**src/rtl/mul3_stream_scheduler_if.sv**
```systemverilog
// Request/result bundle for mul3_stream_scheduler.
//   req0/data0/gnt0 : requester 0 (hold req and data until gnt pulses)
//   req1/data1/gnt1 : requester 1
//   res_valid/res_div3/res_id/res_ready : result handshake back to the consumer
// master = requesters + consumer side, slave = scheduler side.
interface mul3_stream_scheduler_if #(
  parameter int unsigned W = 16
) ();
  logic         req0;
  logic [W-1:0] data0;
  logic         gnt0;
  logic         req1;
  logic [W-1:0] data1;
  logic         gnt1;
  logic         res_valid;
  logic         res_div3;
  logic         res_id;
  logic         res_ready;

  modport master (
    output req0, data0, req1, data1, res_ready,
    input  gnt0, gnt1, res_valid, res_div3, res_id
  );

  modport slave (
    input  req0, data0, req1, data1, res_ready,
    output gnt0, gnt1, res_valid, res_div3, res_id
  );
endinterface

```
**src/rtl/mul3_stream_scheduler.sv**
```systemverilog
// Two-requester front end for a shared serial divisible-by-3 detector.
// A granted word is latched, the detector is held in reset while idle, the word is
// shifted in MSB-first one bit per clock, and the detector verdict on the last bit is
// returned over a valid/ready handshake. Grants alternate on ties.
// Ports:
//   clk      : system clock, rising edge
//   reset    : asynchronous active-low reset
//   bus      : request/grant and result handshake (slave modport)
//   det_x    : serial bit to the detector
//   det_rst  : detector reset, active-high (synchronous at the detector)
//   det_y    : detector verdict for the prefix including the current det_x
//   busy     : high while a word is being shifted
module mul3_stream_scheduler #(
  parameter int unsigned W = 16
) (
  input  logic                    clk,
  input  logic                    reset,
  mul3_stream_scheduler_if.slave  bus,
  output logic                    det_x,
  output logic                    det_rst,
  input  logic                    det_y,
  output logic                    busy
);

  localparam int unsigned CntW = $clog2(W);

  typedef enum logic [1:0] {StIdle, StShift, StDone} state_e;

  state_e          state_q, state_d;
  logic [W-1:0]    shreg_q, shreg_d;
  logic [CntW-1:0] cnt_q, cnt_d;
  logic            id_q, id_d;
  logic            last_id_q, last_id_d;
  logic            gnt0_q, gnt0_d;
  logic            gnt1_q, gnt1_d;
  logic            det_x_q, det_x_d;
  logic            det_rst_q, det_rst_d;
  logic            busy_q, busy_d;
  logic            res_valid_q, res_valid_d;
  logic            res_div3_q, res_div3_d;
  logic            res_id_q, res_id_d;
  logic            winner;

  // Lone requester wins; on a tie the one that did not own the previous result wins.
  always_comb begin
    winner = (bus.req0 && bus.req1) ? !last_id_q : !bus.req0;
  end

  always_ff @(posedge clk or negedge reset) begin
    if (!reset) begin
      state_q     <= StIdle;
      shreg_q     <= '0;
      cnt_q       <= '0;
      id_q        <= 1'b0;
      last_id_q   <= 1'b1;
      gnt0_q      <= 1'b0;
      gnt1_q      <= 1'b0;
      det_x_q     <= 1'b0;
      det_rst_q   <= 1'b1;
      busy_q      <= 1'b0;
      res_valid_q <= 1'b0;
      res_div3_q  <= 1'b0;
      res_id_q    <= 1'b0;
    end else begin
      state_q     <= state_d;
      shreg_q     <= shreg_d;
      cnt_q       <= cnt_d;
      id_q        <= id_d;
      last_id_q   <= last_id_d;
      gnt0_q      <= gnt0_d;
      gnt1_q      <= gnt1_d;
      det_x_q     <= det_x_d;
      det_rst_q   <= det_rst_d;
      busy_q      <= busy_d;
      res_valid_q <= res_valid_d;
      res_div3_q  <= res_div3_d;
      res_id_q    <= res_id_d;
    end
  end

  // Outputs are computed for the state being entered so they come straight from flops.
  always_comb begin
    state_d     = state_q;
    shreg_d     = shreg_q;
    cnt_d       = cnt_q;
    id_d        = id_q;
    last_id_d   = last_id_q;
    gnt0_d      = 1'b0;
    gnt1_d      = 1'b0;
    det_x_d     = 1'b0;
    det_rst_d   = det_rst_q;
    busy_d      = 1'b0;
    res_valid_d = res_valid_q;
    res_div3_d  = res_div3_q;
    res_id_d    = res_id_q;

    unique case (state_q)
      StIdle: begin
        det_rst_d = 1'b1;
        if (bus.req0 || bus.req1) begin
          shreg_d   = winner ? bus.data1 : bus.data0;
          cnt_d     = CntW'(W - 1);
          id_d      = winner;
          gnt0_d    = !winner;
          gnt1_d    = winner;
          det_x_d   = winner ? bus.data1[W-1] : bus.data0[W-1];
          det_rst_d = 1'b0;
          busy_d    = 1'b1;
          state_d   = StShift;
        end
      end

      StShift: begin
        det_rst_d = 1'b0;
        shreg_d   = {shreg_q[W-2:0], 1'b0};
        if (cnt_q == '0) begin
          // det_y now reflects the whole word.
          res_div3_d  = det_y;
          res_id_d    = id_q;
          res_valid_d = 1'b1;
          last_id_d   = id_q;
          state_d     = StDone;
        end else begin
          cnt_d   = cnt_q - 1'b1;
          det_x_d = shreg_q[W-2];
          busy_d  = 1'b1;
        end
      end

      StDone: begin
        det_rst_d = 1'b0;
        if (bus.res_ready) begin
          res_valid_d = 1'b0;
          det_rst_d   = 1'b1;
          state_d     = StIdle;
        end
      end

      default: begin
        det_rst_d   = 1'b1;
        res_valid_d = 1'b0;
        state_d     = StIdle;
      end
    endcase
  end

  assign bus.gnt0      = gnt0_q;
  assign bus.gnt1      = gnt1_q;
  assign bus.res_valid = res_valid_q;
  assign bus.res_div3  = res_div3_q;
  assign bus.res_id    = res_id_q;
  assign det_x         = det_x_q;
  assign det_rst       = det_rst_q;
  assign busy          = busy_q;

endmodule
```
**src/flat_wrapper.sv**
```systemverilog
// flat-port wrapper written by rule: the top's interface ports become plain ports
module mul3_stream_scheduler_flat 
#(
  parameter int unsigned W = 16
)
  (clk, reset, det_x, det_rst, det_y, busy, bus_req0, bus_data0, bus_req1, bus_data1, bus_res_ready, bus_gnt0, bus_gnt1, bus_res_valid, bus_res_div3, bus_res_id);
  mul3_stream_scheduler_if #(.W(W)) bus_i ();
  input  logic clk;
  input  logic reset;
  output logic det_x;
  output logic det_rst;
  input  logic det_y;
  output logic busy;
  input wire logic [$bits(bus_i.req0)-1:0] bus_req0;
  input wire logic [$bits(bus_i.data0)-1:0] bus_data0;
  input wire logic [$bits(bus_i.req1)-1:0] bus_req1;
  input wire logic [$bits(bus_i.data1)-1:0] bus_data1;
  input wire logic [$bits(bus_i.res_ready)-1:0] bus_res_ready;
  output wire logic [$bits(bus_i.gnt0)-1:0] bus_gnt0;
  output wire logic [$bits(bus_i.gnt1)-1:0] bus_gnt1;
  output wire logic [$bits(bus_i.res_valid)-1:0] bus_res_valid;
  output wire logic [$bits(bus_i.res_div3)-1:0] bus_res_div3;
  output wire logic [$bits(bus_i.res_id)-1:0] bus_res_id;
  assign bus_i.req0 = bus_req0;
  assign bus_i.data0 = bus_data0;
  assign bus_i.req1 = bus_req1;
  assign bus_i.data1 = bus_data1;
  assign bus_i.res_ready = bus_res_ready;
  assign bus_gnt0 = bus_i.gnt0;
  assign bus_gnt1 = bus_i.gnt1;
  assign bus_res_valid = bus_i.res_valid;
  assign bus_res_div3 = bus_i.res_div3;
  assign bus_res_id = bus_i.res_id;
  mul3_stream_scheduler #(.W(W)) u_core (.clk(clk), .reset(reset), .bus(bus_i), .det_x(det_x), .det_rst(det_rst), .det_y(det_y), .busy(busy));
endmodule
```
**config.mk**
```make
export PLATFORM = sky130hd
export DESIGN_NAME = mul3_stream_scheduler_flat
export DESIGN_NICKNAME = d
export VERILOG_FILES = /design/src/rtl/mul3_stream_scheduler_if.sv /design/src/rtl/mul3_stream_scheduler.sv /design/src/flat_wrapper.sv
export SDC_FILE = /design/constraint.sdc
export NUM_CORES = 1
export LEC_CHECK = 0
export CAP_MARGIN = 20
export CORE_ASPECT_RATIO = 1.2
export CORE_UTILIZATION = 50
export CTS_BUF_LIST = sky130_fd_sc_hd__clkbuf_16
export DETAILED_ROUTE_END_ITERATION = 10
export PLACE_DENSITY = 0.87
export SLEW_MARGIN = 20
export SYNTH_ARGS = -nofsm -noshare
export SYNTH_HDL_FRONTEND = slang
export SYNTH_SLANG_ARGS = --single-unit
```
**constraint.sdc**
```tcl
create_clock -name clk -period 4.3 [get_ports clk]
set_input_delay 1.29 -clock clk [delete_from_list [all_inputs] [get_ports clk]]
set_output_delay 1.29 -clock clk [all_outputs]
set_load 0.01 [all_outputs]
```
* After elaboration in Yosys (flattened, before gate mapping) *
Index checks and enable logic that the tools add are counted.

storage, ports and cells
  flip-flop bits (word level) = 31
  output and inout port bits = 8

cells by class
  add/subtract/negate cells = 1
  eq/ne operators = 6
  mux-type cells = 28
  bitwise logic cells = 1
  reduce and logical (&&, ||, !) cells = 14

operator list
  kind                                                                      count
  15-bit 2-to-1 mux                                                         2
  15-bit case mux with 2 select lines                                       1
  1-bit 2-to-1 mux                                                          14
  3-bit AND reduction                                                       3
  4-bit 2-to-1 mux                                                          2
  4-bit case mux with 2 select lines                                        1
  2-bit 2-to-1 mux                                                          3
  1-bit case mux with 3 select lines                                        2
  2-bit case mux with 3 select lines                                        1
  2-bit AND reduction                                                       3
  4-bit logical NOT                                                         1
  2-bit by 1-bit inequality test with 1-bit output (second input constant)  2
  2-bit inequality test (second input constant)                             2
  1-bit case mux with 2 select lines                                        2
  4-bit by 1-bit subtractor with 4-bit output (second input constant)       1
  1-bit logical NOT                                                         3
  2-bit by 1-bit equality test with 1-bit output (second input constant)    1
  2-bit equality test (second input constant)                               1
  2-bit logical NOT                                                         1
  2-bit nonzero test                                                        1
  1-bit logical AND                                                         1
  1-bit logical OR                                                          1
  1-bit inverter                                                            1

* Logic depth before layout (Yosys ltp) *
Gate-level depths: netlist of run 1.

  depth in word-level cells = 5
  mapped depth = 6

* Least setup slack after synthesis of run 1 *
No wires, ideal clock.

  kind = input-to-reg
  start = input bus_req1
  end = register u_core.shreg_q[10]
  library setup time = 0.094 ns
  arrival = 2.078 ns
  setup slack = 2.128 ns
  stages = 6
  cell sequence = nand2b_1 and2_1 buf_6 buf_12 mux2i_1 a211oi_1

between the ends
  word-level cells in the longest chain between the ends = 5
  elaborated cells between the ends (all ways) = 8
  classes of those cells = eq/ne: 1; mux: 4; reduce/logical: 3

ends and longest elaborated chain
  element                              RTL line                      RTL
  start, declared                      flat_wrapper.sv:16            input wire logic [$bits(bus_i.req1)-1:0] bus_req1;
  1-bit logical AND                    mul3_stream_scheduler.sv:46   winner = (bus.req0 && bus.req1) ? !last_id_q : !bus.req0;
  1-bit 2-to-1 mux                     mul3_stream_scheduler.sv:46
  15-bit 2-to-1 mux                    mul3_stream_scheduler.sv:101  shreg_d = winner ? bus.data1 : bus.data0;
  15-bit 2-to-1 mux                    mul3_stream_scheduler.sv:100  if (bus.req0 || bus.req1) begin
  15-bit case mux with 2 select lines  mul3_stream_scheduler.sv:97   unique case (state_q)
  end signal, assigned                 mul3_stream_scheduler.sv:66   shreg_q <= shreg_d;
  end, declared                        mul3_stream_scheduler.sv:30   logic [W-1:0] shreg_q, shreg_d;

Parallel ways exist; a longest one is shown, timed or not. The select of a mux whose other input is x is not followed.
A chain may end at the register's enable or synchronous reset.

* Final worst setup path of run 1 *
  start = input bus_req1
  end = register u_core.shreg_q[6]

Same word-level chain as after synthesis.

==> reports/qor.txt, run 1 <==
Placeable Area: 2864 um2
clock root cell: clkbuf_16
DR iter-0 viols: 18
Diodes inserted: 0
CP cell instances: clkdlybuf4s50_1, nand2b_1, and2_1, mux2i_1, a211oi_1
mean post-synth cell area: 10.81 um2
largest net degree at the start of global routing: 32
final net count: 228
drt wl/cell: 15.42 um
gr usage total: 23.67%
setup bufs post-CTS: 0
drt total wl: 3455 um
max incr delay on CP: 0.74 ns
Die H: 63.12 um
YS warnings: 0
Setup violations, final: 0
# rows: 21
total negative slack: 0 ns
initial core utilization: 54.35%
clock-pin slew on the worst setup and hold paths: 0.05 ns
P&R area growth vs syn: 36.90%
gr ovfl total: 0
Synth Net Count: 183
dpl cells: 216
Clock Path Buffers: 2
R2R Setup Slk: 2.23 ns
Final Hold Fails: 0
run status: complete, no violations
FF+latch count, synth: 31
Slew Limit Fails: 0
Critical Path Sink Type: flip-flop
Die X: 52.93 um
library cells used by synthesis: 30
total design power: 1.354 mW
layout cell share with drive strength beyond 1: 8.421%
H-tree levels: 2
Slowest cell on crit path: and2_1
main area contributors after synthesis: dfrtp_1, mux2i_1, a211oi_1, nor3b_1, nor2_1
area of the mapped netlist: 1556 um2
first-pass GRT wire length: 5727 um
drt pass-1 iters: 4
Pwr Density: 635.2 nW/um2
CP arrival: 3.11 ns
Final Wtd Congestion: 0.7809
Slew HR: 37.80%
Max FO, Critical Path: 16
clk_lat worst skew: 0.27 ns
routed vias/inst: 5.679
Port Buffers: 45
leakage: 0.8930 nW
Synth top area share: 46.62%
cell count after synthesis: 144
RSZ-0062 raised after global routing: no
max-cap viol count: 0
worst slew pin tran: 0.9329 ns
Crit Path Class: in2reg
type of origin of the critical path: input pin
Worst Skew: 0.003766 ns
VDD IR-drop max: 0.0004493 V
area leader, netlist: dfrtp_1
die footprint: 3341 um2
final antenna-violating net count: 0
TritonCTS clock tree: done
HPWL after detailed placement: 2420 um
crit path time final: 2.948 ns
Post-CTS Resized: 0
CTS Buf Count: 5
crit-path leading delay family: simple AND/OR/NAND/NOR gates
part of the cycle the worst path needs: 68.57%
sequential-to-total area share from yosys stat: 50.00%
Worst EP required: 4.47 ns
Hold Buf Count CTS: 0
vias in the first global route: 1316
Worst Path Buf+Inv: 1
Max Fclk: 0.3392 GHz
DRC: 0
fin cells: 224
I/O pins: 46
DR vias: 1272
worst min path class: reg2reg
initial antenna violation count: 0
CTS sink cnt: 31
## kinds of logic after synthesis
group,count (synthesis),synth area share (%)
compound gates,31,13.10
xor+xnor,1,0.5628
fa+ha+maj,1,0.8037
buf+inv,10,4.502
flops,31,50.00
mux,18,11.82
simple gates,52,19.21
## placed cells by master (no fill, tap or decap), types with 2 or more instances in the layout
cell	instances
a211oi_1	15
o21ai_0	5
nand2_1	8
nor2_1	17
a21oi_1	7
nor3b_1	15
and2_1	2
clkinv_1	2
mux2_2	3
clkdlybuf4s50_1	45
clkbuf_16	5
dfstp_2	2
nand2b_1	2
inv_1	3
dfrtp_1	29
nor3_1	3
mux2i_1	15
## final timing paths
check                                               from                             to  cells past startpoint
max in group asynchronous                          reset   u_core.last_id_q$_DFFE_PN1P_                      2
min in group asynchronous                          reset  u_core.shreg_q[8]$_DFFE_PN0P_                      2
min                              u_core.id_q$_DFFE_PN0P_        u_core.id_q$_DFFE_PN0P_                      1
min reg2reg                      u_core.id_q$_DFFE_PN0P_        u_core.id_q$_DFFE_PN0P_                      1
max                                             bus_req1  u_core.shreg_q[6]$_DFFE_PN0P_                      5
max reg2reg                u_core.state_q[1]$_DFFE_PN0P_         u_core.det_x$_DFF_PN0_                      4
## metrics by stage
stage                     hold WS, ns  util [%]  area [um2]  setup WS [ns]
after global routing           0.5223     74.40        2131          1.205
after floorplan                0.4635         -        1556          2.128
after global placement         0.4919     69.64        1994          1.119
after CTS                      0.5101     74.40        2131          1.325
final                          0.5008     74.40        2131          1.352
after detailed placement       0.4990     69.64        1994          1.018
## flip-flops by register name (all words and copies together) (netlist names)
name                  flops
u_core.bus.gnt1           1
u_core.det_x              1
u_core.busy               1
u_core.bus.res_id         1
u_core.shreg_q           15
u_core.bus.gnt0           1
u_core.det_rst            1
u_core.bus.res_div3       1
u_core.last_id_q          1
u_core.cnt_q              4
u_core.bus.res_valid      1
u_core.state_q            2
u_core.id_q               1
## synth_stat cells, drive strengths merged
cell,instances
o21ai,6
a211oi,16
buf,7
nor3,5
a21o,1
a21oi,7
mux2,3
mux2i,15
ha,1
nor3b,15
and3,1
dfrtp,29
clkbuf,1
xnor2,1
nor2,18
and2,2
nor2b,1
a31oi,1
nand2b,2
nand2,8
dfstp,2
inv,2
## metal layers
layer  GRT usage (%)  share of wire [%]  up-vias
met5               0                  0        -
met3           8.454                6.2        2
li1                -                  -      608
met4           6.908               0.12        0
met1           28.04                 42      626
met2           39.40                 51       36
## power by group
group	internal [mW]	switching (mW)
logic	0.258	0.242
registers	0.432	0.0996
clock network	0.207	0.115
## cell type report
type	count	area [um2]
clock inverter	3	11.26
tap	34	42.54
fill	213	733.2
clock buffer	5	125.1
sequential	31	778.2
timing repair buffer	46	457.9
inverter	2	7.507
multi-input combinational	103	708.2
No activity file was read; power rests on OpenSTA's default activity.
==> inputs of run 2 (changes only) <==
CORE_UTILIZATION = 42   (was 50)
PLACE_DENSITY = 0.78   (was 0.87)
clock period = 2.4 ns   (was 4.3 ns; I/O delays follow)
==> reports/qor.txt, run 2 (synthesis results as in run 1) <==
Placeable Area: 3425 um2 (was 2864 um2)
final core occ: 63.61% (was 74.40%)
VDD IR-drop max: 0.0006654 V (was 0.0004493 V)
H-tree levels: 2 (unchanged)
initial antenna violation count: 0 (unchanged)
CP arrival: 2.36 ns (was 3.11 ns)
largest net degree at the start of global routing: 32 (unchanged)
TritonCTS clock tree: done (unchanged)
DR iter-0 viols: 28 (was 18)
failing checks: DRC
vias in the first global route: 1346 (was 1316)
crit path time final: 2.166 ns
Slew Limit Fails: 0 (unchanged)
I/O pins: 46 (unchanged)
max FFs per register: 15 (unchanged)
R2R Setup Slk: 0.41 ns (was 2.23 ns)
Hold Buf Count CTS: 0 (unchanged)
Port Buffers: 45 (unchanged)
R2R Path End: u_core.det_x$_DFF_PN0_ (unchanged)
initial core utilization: 45.45% (was 54.35%)
run status: finished, violations left (was complete, no violations)
Die X: 57.57 um (was 52.93 um)
clock root cell: clkbuf_16 (unchanged)
most frequent cells in the layout: clkdlybuf4s50_1, dfrtp_1, nor2_1 (unchanged)
Critical Path Sink Type: flip-flop (unchanged)
crit path launch: bus_req1 (unchanged)
Final Hold Fails: 0 (unchanged)
r2r worst-path depth: 4 (unchanged)
worst min path class: reg2reg (unchanged)
DR vias: 1307 (was 1272)
Largest regs: u_core.shreg_q (15), u_core.cnt_q (4), u_core.state_q (2) (unchanged)
routed vias/inst: 5.658 (was 5.679)
HPWL after detailed placement: 2645 um (was 2420 um)
total negative slack: 0 ns (unchanged)
P&R area growth vs syn: 39.95% (was 36.90%)
final net count: 232 (was 228)
Worst Path Buf+Inv: 1 (unchanged)
drt pass-1 iters: 7 (was 4)
Critical Path End: u_core.det_x$_DFF_PN0_ (was u_core.shreg_q[6]$_DFFE_PN0P_)
Crit Path Class: in2reg (unchanged)
Max Fclk: 0.4617 GHz
Die H: 68.69 um (was 63.12 um)
Clock Path Buffers: 2 (unchanged)
Post-CTS Resized: 0 (unchanged)
RSZ-0062 raised after global routing: no (unchanged)
Worst Skew: 0.007372 ns (was 0.003766 ns)
drt wl/cell: 16.34 um (was 15.42 um)
max incr delay on CP: 0.66 ns (was 0.74 ns)
dpl cells: 223 (was 216)
leakage: 0.9225 nW (was 0.8930 nW)
Slowest cell on crit path: nor3_4 (was and2_1)
worst slew pin tran: 0.7552 ns (was 0.9329 ns)
setup bufs post-CTS: 0 (unchanged)
Max FO, Critical Path: 19 (was 16)
clock-pin slew on the worst setup and hold paths: 0.05 ns (about the same)
CP Depth: 5 (unchanged)
most common cell after layout, fill and taps aside: clkdlybuf4s50_1 (unchanged)
max-cap viol count: 0 (unchanged)
Setup violations, final: 0 (unchanged)
Slew HR: 49.49% (was 37.80%)
die footprint: 3954 um2 (was 3341 um2)
CTS Buf Count: 5 (unchanged)
gr usage total: 20.86% (was 23.67%)
Pwr Density: 1129 nW/um2 (was 635.2 nW/um2)
final antenna-violating net count: 0 (unchanged)
# rows: 23 (was 21)
crit-path leading delay family: simple AND/OR/NAND/NOR gates (unchanged)
fin cells: 231 (was 224)
type of origin of the critical path: input pin (unchanged)
layout cell share with drive strength beyond 1: 10.82% (was 8.421%)
Worst EP required: 2.60 ns (was 4.47 ns)
DRC: 3 (was 0)
CTS sink cnt: 31 (unchanged)
clk_lat worst skew: 0.27 ns (about the same)
part of the cycle the worst path needs: 90.24%
Biggest register: u_core.shreg_q (unchanged)
drt total wl: 3774 um (was 3455 um)
Diodes inserted: 0 (unchanged)
reg2reg start: u_core.state_q[0]$_DFFE_PN0P_ (was u_core.state_q[1]$_DFFE_PN0P_)
CP cell instances: clkdlybuf4s50_1, nor3_2, nor3_4, a31oi_1, a21oi_1 (was clkdlybuf4s50_1, nand2b_1, and2_1, mux2i_1, a211oi_1)
gr ovfl total: 0 (unchanged)
Final Wtd Congestion: 0.8036 (was 0.7809)
first-pass GRT wire length: 6058 um (was 5727 um)
run 2: how the worst min path moves through the flow:
stage	slack (ns)	from	cells after the start	endpoint
global placement	0.49	u_core.cnt_q[0]$_DFFE_PN0P_	1	u_core.cnt_q[0]$_DFFE_PN0P_
CTS	0.50	u_core.cnt_q[0]$_DFFE_PN0P_	1	u_core.cnt_q[0]$_DFFE_PN0P_
finish	0.50	u_core.cnt_q[0]$_DFFE_PN0P_	1	u_core.cnt_q[0]$_DFFE_PN0P_
detailed placement	0.49	u_core.cnt_q[0]$_DFFE_PN0P_	1	u_core.cnt_q[0]$_DFFE_PN0P_
global route	0.52	u_core.bus.res_id$_DFFE_PN0P_	1	u_core.bus.res_id$_DFFE_PN0P_
floorplan	0.42	reset	0	u_core.bus.gnt0$_DFF_PN0_
run 2: power by group:
group	leakage [nW]	internal [mW]	switching [mW]	total (mW)
clock	0.0762	0.373	0.208	0.581
sequential	0.365	0.775	0.183	0.957
combinational	0.481	0.479	0.442	0.922
total	0.922	1.63	0.833	2.46
run 2: stage by stage:
stage	worst slack (ns)	power (mW)	hold WS [ns]	instance area, um2
2_1_floorplan	0.7981	1.547	0.4244	1556
3_3_place_gp	0.04188	1.822	0.4945	2041
3_5_place_dp	-0.02514	1.882	0.4928	2041
4_1_cts	0.2424	2.476	0.4987	2178
5_1_grt	0.1640	2.609	0.5183	2178
6_report	0.2342	2.460	0.5001	2178
run 2: worst register-to-register path, delay by kind of cell, from the launching register on:
| family | cells | cell delay (ns) |
|---|---|---|
| flip-flops | 1 | 0.72 |
| AND/OR/NAND/NOR | 2 | 0.85 |
| AO/OA/AOI/OAI | 2 | 0.36 |
run 2: layout make-up:
cell class	instances	area [um2]
fill	286	1246
sequential	31	778.2
multi-input combinational	103	708.2
timing repair buffer	50	500.5
clock buffer	5	125.1
tap	37	46.29
clock inverter	3	12.51
inverter	2	7.507
run 2: routing by layer:
metal,share of wire [%],vias up,global-route usage (%)
met5,0,-,0
met4,0,0,5.793
met3,6.5,0,6.343
met2,52,47,37.94
met1,42,647,23.77
li1,-,613,-
